`src/rtl/jk_cmd_driver.sv`:
```
// Command stage for a jk_ff: accepts hold/reset/set/toggle commands over
// valid/ready and applies each one as a train of single-cycle j/k pulses.
// After every pulse the flop output on q_fb is checked against the expected
// value. Each command ends with one done pulse, and err reports any mismatch.
//
// state | meaning
// ------+------------------------------------------------------------
// IDLE  | waiting for a command; cmd_ready high
// DRIVE | j/k carry the op code for one cycle; pre-edge q is captured
// CHECK | j/k low; q_fb compared with expected; count down remaining
// DONE  | done pulse with accumulated err; back to IDLE next cycle
module jk_cmd_driver #(
  parameter int CNT_W = 4
) (
  input  logic             clk,
  input  logic             rst,
  input  logic             cmd_valid,
  output logic             cmd_ready,
  input  logic [1:0]       cmd_op,
  input  logic [CNT_W-1:0] cmd_cnt,
  output logic             j,
  output logic             k,
  input  logic             q_fb,
  output logic             busy,
  output logic             done,
  output logic             err
);

  typedef enum logic [1:0] {IDLE, DRIVE, CHECK, DONE} state_t;

  localparam logic [CNT_W-1:0] CNT_ONE = {{(CNT_W-1){1'b0}}, 1'b1};

  state_t           state;
  state_t           state_nx;
  logic [1:0]       op;
  logic [CNT_W-1:0] remaining;
  logic             err_acc;
  logic             q_prev;
  logic             expected;
  logic             mismatch;
  logic             accept;
  logic             more;
  logic             load;
  logic [1:0]       jk_src;

  assign cmd_ready = (state == IDLE);
  assign busy      = (state != IDLE);
  assign accept    = cmd_valid && cmd_ready;
  // more applications pending once the one being checked is counted
  assign more      = (remaining > CNT_ONE);
  assign load      = accept || ((state == CHECK) && more);
  // on accept the op register is not loaded yet, so take the op from the port
  assign jk_src    = accept ? cmd_op : op;

  // expected q after one application, from the op and the pre-edge q
  always_comb begin
    expected = q_prev;
    case (op)
      2'b00:   expected = q_prev;
      2'b01:   expected = 1'b0;
      2'b10:   expected = 1'b1;
      default: expected = ~q_prev;
    endcase
    mismatch = (state == CHECK) && (q_fb != expected);
  end

  // next-state logic
  always_comb begin
    state_nx = state;
    case (state)
      IDLE:    if (accept) state_nx = DRIVE;
      DRIVE:   state_nx = CHECK;
      CHECK:   state_nx = more ? DRIVE : DONE;
      DONE:    state_nx = IDLE;
      default: state_nx = IDLE;
    endcase
  end

  // state register
  always_ff @(posedge clk) begin
    if (!rst) state <= IDLE;
    else      state <= state_nx;
  end

  // command datapath: op latch, repeat counter, j/k pulses, readback and status
  always_ff @(posedge clk) begin
    if (!rst) begin
      op        <= 2'b00;
      remaining <= '0;
      err_acc   <= 1'b0;
      q_prev    <= 1'b0;
      j         <= 1'b0;
      k         <= 1'b0;
      done      <= 1'b0;
      err       <= 1'b0;
    end else begin
      j    <= load & jk_src[1];
      k    <= load & jk_src[0];
      done <= 1'b0;
      err  <= 1'b0;
      if (accept) begin
        op        <= cmd_op;
        remaining <= (cmd_cnt == '0) ? CNT_ONE : cmd_cnt;
        err_acc   <= 1'b0;
      end
      if (state == DRIVE) q_prev <= q_fb;
      if (state == CHECK) begin
        remaining <= remaining - CNT_ONE;
        if (mismatch) err_acc <= 1'b1;
        if (!more) begin
          done <= 1'b1;
          err  <= err_acc | mismatch;
        end
      end
    end
  end

endmodule

```
`config.mk`:
```
export PLATFORM = sky130hd
export DESIGN_NAME = jk_cmd_driver
export DESIGN_NICKNAME = d
export VERILOG_FILES = /design/src/rtl/jk_cmd_driver.sv
export SDC_FILE = /design/constraint.sdc
export NUM_CORES = 1
export LEC_CHECK = 0
export ABC_AREA = 1
export BUFFER_PORTS_ARGS = -buffer_cell sky130_fd_sc_hd__clkbuf_2
export CORE_UTILIZATION = 30
export DETAILED_ROUTE_END_ITERATION = 10
export GPL_TIMING_DRIVEN = 0
export PLACE_DENSITY = 0.51
export SETUP_SLACK_MARGIN = 0.3
export SLEW_MARGIN = 30
export SYNTH_ARGS = -nofsm -noshare
export SYNTH_HDL_FRONTEND = slang
export SYNTH_SLANG_ARGS = --single-unit
```
`constraint.sdc`:
```
create_clock -name clk -period 2.55 [get_ports clk]
set_input_delay 0.51 -clock clk [delete_from_list [all_inputs] [get_ports clk]]
set_output_delay 0.51 -clock clk [all_outputs]
set_load 0.005 [all_outputs]
```
**Yosys cells after proc, flatten, opt, wreduce, memory -nomap -nowiden**

Index checks and enable logic that the tools add are counted.

- Register bits after elaboration: 14
- Input port bits: 10
- Output and inout port bits: 6
- Logic and storage cells: 47

- Add/subtract/negate cells: 1
- $lt $le $gt $ge: 1
- Equality and inequality tests: 7
- Mux-type cells: 12
- Bitwise gates (word level): 6
- Reduce and logical (&&, ||, !) cells: 11

Operators with widths:

| cell | count |
|---|---|
| $mux W4 | 3 |
| $pmux W2 S4 | 1 |
| $eq A2 B2 Y1 const B | 3 |
| $mux W2 | 3 |
| $eq A2 B1 Y1 const B | 2 |
| $gt A4 B1 Y1 const B | 1 |
| $logic_not A2 Y1 | 2 |
| $logic_not A4 Y1 | 1 |
| $mux W1 | 4 |
| $reduce_bool A2 Y1 | 2 |
| $sub A4 B1 Y4 const B | 1 |
| $logic_and A1 B1 Y1 | 3 |
| $not A1 Y1 | 3 |
| $pmux W1 S3 | 1 |
| $reduce_or A3 Y1 | 1 |
| $and A1 B1 Y1 | 2 |
| $ne A2 B1 Y1 const B | 1 |
| $reduce_and A2 Y1 | 1 |
| $logic_or A1 B1 Y1 | 1 |
| $ne A1 B1 Y1 | 1 |
| $or A1 B1 Y1 | 1 |

**Logic depth before layout (Yosys ltp)**

Gate-level depths: netlist (run 1).

- Word-level depth: 6
- Mapped depth: 7
- Mapped depth without buffers: 7

**Worst setup path before layout (run 1)**

OpenSTA, ideal clock, no wires.

- Path kind: reg2reg
- Start point: register remaining[0]
- End point: register remaining[2]
- Library setup time: 0.113 ns
- Arrival time: 1.110 ns
- Required time: 2.437 ns
- Path slack: 1.327 ns
- Stages on the path, launching flop included: 8
- Path buffers: 0
- Clock period less this slack: 1.223 ns
- Cell sequence: dfxtp_1 > inv_1 > ha_1 > or2_2 > nand3_1 > nand2_1 > o21ai_1 > inv_1

- Longest elaborated chain between the ends: 2

RTL lines:

| item | RTL line | RTL |
|---|---|---|
| start, declared | 36 | `logic [CNT_W-1:0] remaining;` |
| start signal, assigned | 103 | `remaining <= (cmd_cnt == '0) ? CNT_ONE : cmd_cnt;` |
| start signal, assigned | 108 | `remaining <= remaining - CNT_ONE;` |
| $sub A4 B1 Y4 | 108 |  |
| $mux W4 | 107 | `if (state == CHECK) begin` |

Every way passes these cells.
A chain may end at the register's enable or synchronous reset.

**Worst setup path in the final report (run 1)**

- Start point: register state[1]
- End point: output busy

- Longest elaborated chain between the ends: 1

RTL lines:

| item | RTL line | RTL |
|---|---|---|
| start, declared | 33 | `state_t state;` |
| start signal, assigned | 82 | `else state <= state_nx;` |
| $reduce_bool A2 Y1 | 47 | `assign busy = (state != IDLE);` |
| end, declared | 24 | `output logic busy,` |

Every way passes these cells.

==> flow_summary.ini, run 1 <==
[timing]
fin_skew_ns = 0.0119
finalCritPeriodShare_pct = 58.2
setup_viol = 0
fin_ws_ns = 1.07
hold_viol = 0
tightest_slew_ns = 0.275
post-route-min-period_ns = 1.48
fmax_mhz = 674
drv_slew = 0
relSlewSlack_pct = 81.5
rsz0062_at_grt = no
setup_tns_ns = 0

[yosys]
ys_seq_area_share_pct = 42.5
yosysTopAreaCell = dfxtp_1
netlist_instances = 88
avgSynthCellArea_um2 = 7.49
ys_seq_elements = 14
synth.net_count = 100
synth_top_area_share_pct = 42.5
synthTopCellsByArea = dfxtp_1 43%, nand2_1 9.1%, inv_1 6.8%, nor2_1 5.7%, a21oi_1 5.3%
yosysWarnings = 0
syn-cell-area_um2 = 659
synth_cell_types = 19

[clock_tree]
cts-resized-gates = 0
worstSkewPairLatency_ns = 0.29
cts_root_buffer = clkbuf_4
clkSinkCount = 14
cts.reportedPaths.clkPinSlew_ns = 0.08
cts_setup_buffers = 0
cts_tree = built
htreeDepth = 1
postCtsHoldBufs = 0
cts.path.max_buffers = 2
numCtsBuffers = 3

[placement]
place_ws_ns = 1.22
port_buffers = 15
place_congestion = 0.777
dp_hpwl_um = 994

[setup_path]
crit_path_max_fanout = 3
reg2regPathDepth = 6
cp.arrival_ns = 0.97
cp.required_ns = 2.04
critPathMaxStageDelay_ns = 0.38
slowest_stage = dfxtp_1
crit_chain = nor2_4 -> inv_1 -> clkbuf_2
timing.critical_path.to = busy
regToRegSetupSlack_ns = 1.20
critPathKind = reg2out
cp-startpoint = state[1]
crit_path_end_kind = primary output
r2r-start = remaining[0]
setup.worst_path.start_class = flip-flop
timing.rr.end = state[1]

[route]
drt-initial-drc-count = 8
routed_via_density = 4.52
drc = 0
drtPass1Iterations = 4
drt_wl_total_mm = 1.25
wl_per_cell_um = 9.33
ant_nets = 0
vias = 606

[power_and_ir_drop]
p_per_area_nw_per_um2 = 677
pwr-share-clk_pct = 29.8
swShare_pct = 30.8
leakage_nw = 0.392
p_int_uw = 377
pwr-share-seq_pct = 47.1
ir_drop_v = 0.000437
comb_power_share_pct = 23.1
p_switching_uw = 168

[finish]
drive_above_1_share_pct = 29.0
largest_register_ffs = 4
area_delta_synth_final_pct = 22.0
regMostFlops = remaining
final_common_cell = nand2_1
diodes = 0
layout_common_cells = 16 x nand2_1, 15 x clkbuf_2, 14 x dfxtp_1, 12 x inv_1, 10 x nor2_1
fin_nets = 120
largestRegisters = remaining (4), op (2), state (2)

[floorplan]
io_pins = 16
dieArea_um2 = 2390
core_region_area_um2 = 2020
die_y_um = 48.9
num_rows = 16
die_x_um = 48.9
initial_utilization_pct = 32.6

[flow_run]
max_cap_violations = 0

[worst_hold_path]
hold_depth = 2
worstHoldPathType = reg2reg

[status]
status = finished clean

[global_route]
grt_pass1_vias = 551
track_usage_pct = 12.2
antenna_found_initial = 0
overflow = 0
grt_max_degree = 9
grt_pass1_wl_mm = 2.25
[metrics by stage]
step / cells / power, mW / util [%] / area [um2] / hold slack [ns]
after floorplan: 88 / 0.352 / - / 659 / 0.428
after global placement: 130 / 0.387 / 38.0 / 768 / 0.442
after detailed placement: 130 / 0.389 / 38.0 / 768 / 0.444
after CTS: 134 / 0.553 / 39.8 / 805 / 0.457
after global routing: 134 / 0.579 / 39.8 / 805 / 0.486
final: 134 / 0.545 / 39.8 / 805 / 0.454
[worst max-delay path, delay by kind of cell (launching register included)]
family	cells	cell delay, ns
buf+inv	2	0.15
simple gates	1	0.17
flops	1	0.38
[cell families after synthesis]
group	after synthesis	share of synthesized area, %
flip-flops	14	42.5
buffers and inverters	16	9.49
adder cells (fa/ha/maj)	2	3.79
AO/OA/AOI/OAI	18	14.8
AND/OR/NAND/NOR	38	29.4
[metal layers]
layer	share of wire [%]	global-route usage [%]
met3	8.5	5.92
met1	44	13.4
met5	0	0
met4	0	1.47
met2	47	21.8
[final cells by class]
| class | instances | area (um2) |
|---|---|---|
| inverters | 16 | 62.6 |
| multi-input cells | 58 | 317 |
| repair buffers | 15 | 75.1 |
| flip-flops and latches | 14 | 280 |
| fillers | 225 | 1220 |
| well taps | 27 | 33.8 |
| clock buffers | 4 | 36.3 |
[synthesized netlist by cell type, drive strengths merged]
cell,count
nand2,19
inv,16
dfxtp,14
nor2,11
a21oi,8
o21ai,8
nand3,4
nor3,3
ha,2
o211ai,1
o22ai,1
or2,1
[power groups by stage]
stage	Combinational, mW	Sequential (mW)	Clock, mW
floorplan	0.0933	0.259	0
global placement	0.125	0.262	0
detailed placement	0.127	0.262	0
CTS	0.128	0.257	0.168
global route	0.145	0.260	0.174
finish	0.126	0.257	0.162
[how the worst min path moves through the flow]
stage / slack (ns) / from / end
final: 0.45 / err_acc / err
after detailed placement: 0.44 / err_acc / err
after global placement: 0.44 / err_acc / err
after global routing: 0.49 / err_acc / err
after CTS: 0.46 / err_acc / err
after floorplan: 0.43 / err_acc / err
(Power assumes the default switching activity.)
==> inputs of run 2 (changes only) <==
clock period = 1.5 ns   (was 2.55 ns; I/O delays follow)
==> flow_summary.ini, run 2 (synthesis gave the netlist of run 1 again) <==
[finish]
regMostFlops = remaining
design_area_um2 = 863
final_common_cell = nand2_1
drive_above_1_share_pct = 39.1
layout_common_cells = 16 x nand2_1, 15 x clkbuf_2, 10 x inv_1, 10 x nor2_1, 10 x dfxtp_1
fin_util_pct = 42.7
diodes = 0
nFillCells = 226
largest_register_ffs = 4
area_delta_synth_final_pct = 30.9
fin_nets = 123
finalNonFillerCells = 137
largestRegisters = remaining (4), op (2), state (2)

[global_route]
grt_max_degree = 9
grt_pass1_wl_mm = 2.37
overflow = 0
grt_pass1_vias = 585
track_usage_pct = 12.7
antenna_found_initial = 0

[route]
drtPass1Iterations = 4
ant_nets = 0
drt-initial-drc-count = 9
routed_via_density = 4.37
drc = 0
drt_wl_total_mm = 1.32
vias = 599
wl_per_cell_um = 9.63

[worst_hold_path]
whs_endpoint = op[1]
hold_path.startpoint = cmd_op[1]
hold_depth = 3
worstHoldPathType = in2reg

[timing]
post-route-min-period_ns = 1.19
finalCritPeriodShare_pct = 79.2
fmax_mhz = 842
setup_viol = 0
hold_viol = 0
drv_slew = 0
hold_slack_ns = 0.297
tightest_slew_ns = 0.188
setup_tns_ns = 0
rsz0062_at_grt = yes
fin_skew_ns = 0.00423
relSlewSlack_pct = 87.4
fin_ws_ns = 0.313

[setup_path]
crit_path_end_kind = primary output
setup.worst_path.start_class = flip-flop
critPathKind = reg2out
r2r-start = remaining[0]
timing.rr.end = remaining[2]
cp.arrival_ns = 0.89
regToRegSetupSlack_ns = 0.36
cp.required_ns = 1.20
crit_path_max_fanout = 3
reg2regPathDepth = 7

[floorplan]
die_y_um = 48.9
dieArea_um2 = 2390
num_rows = 16
core_region_area_um2 = 2020
io_pins = 16
initial_utilization_pct = 32.6
die_x_um = 48.9

[power_and_ir_drop]
ir_drop_v = 0.000547
p_per_area_nw_per_um2 = 1130
leakage_nw = 0.413
p_total_uw = 972

[placement]
port_buffers = 15
placed_cell_area_um2 = 769
dp_hpwl_um = 976
place_congestion = 0.760
placedCellCount = 130
place_ws_ns = 0.179

[clock_tree]
cts.path.max_buffers = 2
numCtsBuffers = 3
htreeDepth = 1
worstSkewPairLatency_ns = 0.28
clkSinkCount = 14
cts.reportedPaths.clkPinSlew_ns = 0.09
cts_tree = built
postCtsHoldBufs = 0
cts_root_buffer = clkbuf_4

[status]
status = finished clean

[flow_run]
max_cap_violations = 0
## run 2: timing repair
item                                   CTS  global route
endpoints found under the hold margin    0             0
setup buffers                            3             0
pin swaps                                3             2
resized for setup                       10             4
cloned                                   0             0
setup endpoints to repair                8             6
## run 2: layout make-up
| class | instances | area [um2] | share of cell area (%) |
|---|---|---|---|
| multi-input cells | 58 | 340 | 39.4 |
| flip-flops and latches | 14 | 290 | 33.6 |
| repair buffers | 18 | 97.6 | 11.3 |
| inverters | 16 | 65.1 | 7.54 |
| clock buffers | 4 | 36.3 | 4.20 |
| well taps | 27 | 33.8 | 3.91 |
## run 2: power by group
group	switching, mW	internal (mW)
combinational	0.147	0.118
sequential	0.0302	0.410
clock	0.120	0.148
total	0.297	0.675
## run 2: how the worst max path moves through the flow
stage	start	to	slack, ns	cells past startpoint
2_1_floorplan	remaining[0]	remaining[2]	0.31	7
3_3_place_gp	remaining[0]	state[1]	0.20	6
3_5_place_dp	remaining[0]	state[1]	0.18	6
4_1_cts	state[0]	busy	0.30	3
5_1_grt	state[0]	busy	0.25	3
6_report	state[0]	busy	0.31	3
## run 2: worst max-delay path, cell delays in order, from the launching register on
cell and delay, ns:
dfxtp_4 0.36, nor2_4 0.11, inv_1 0.04, clkbuf_2 0.10
## run 2: metal layers
metal / track usage [%] / up-vias / wire length (um) / part of all wire (%)
met5: 0 / - / 0 / 0
met4: 1.47 / 0 / 0 / 0
met3: 5.61 / 0 / 64 / 4.9
met2: 22.7 / 16 / 638 / 48
met1: 14.3 / 261 / 615 / 47
li1: - / 322 / - / -
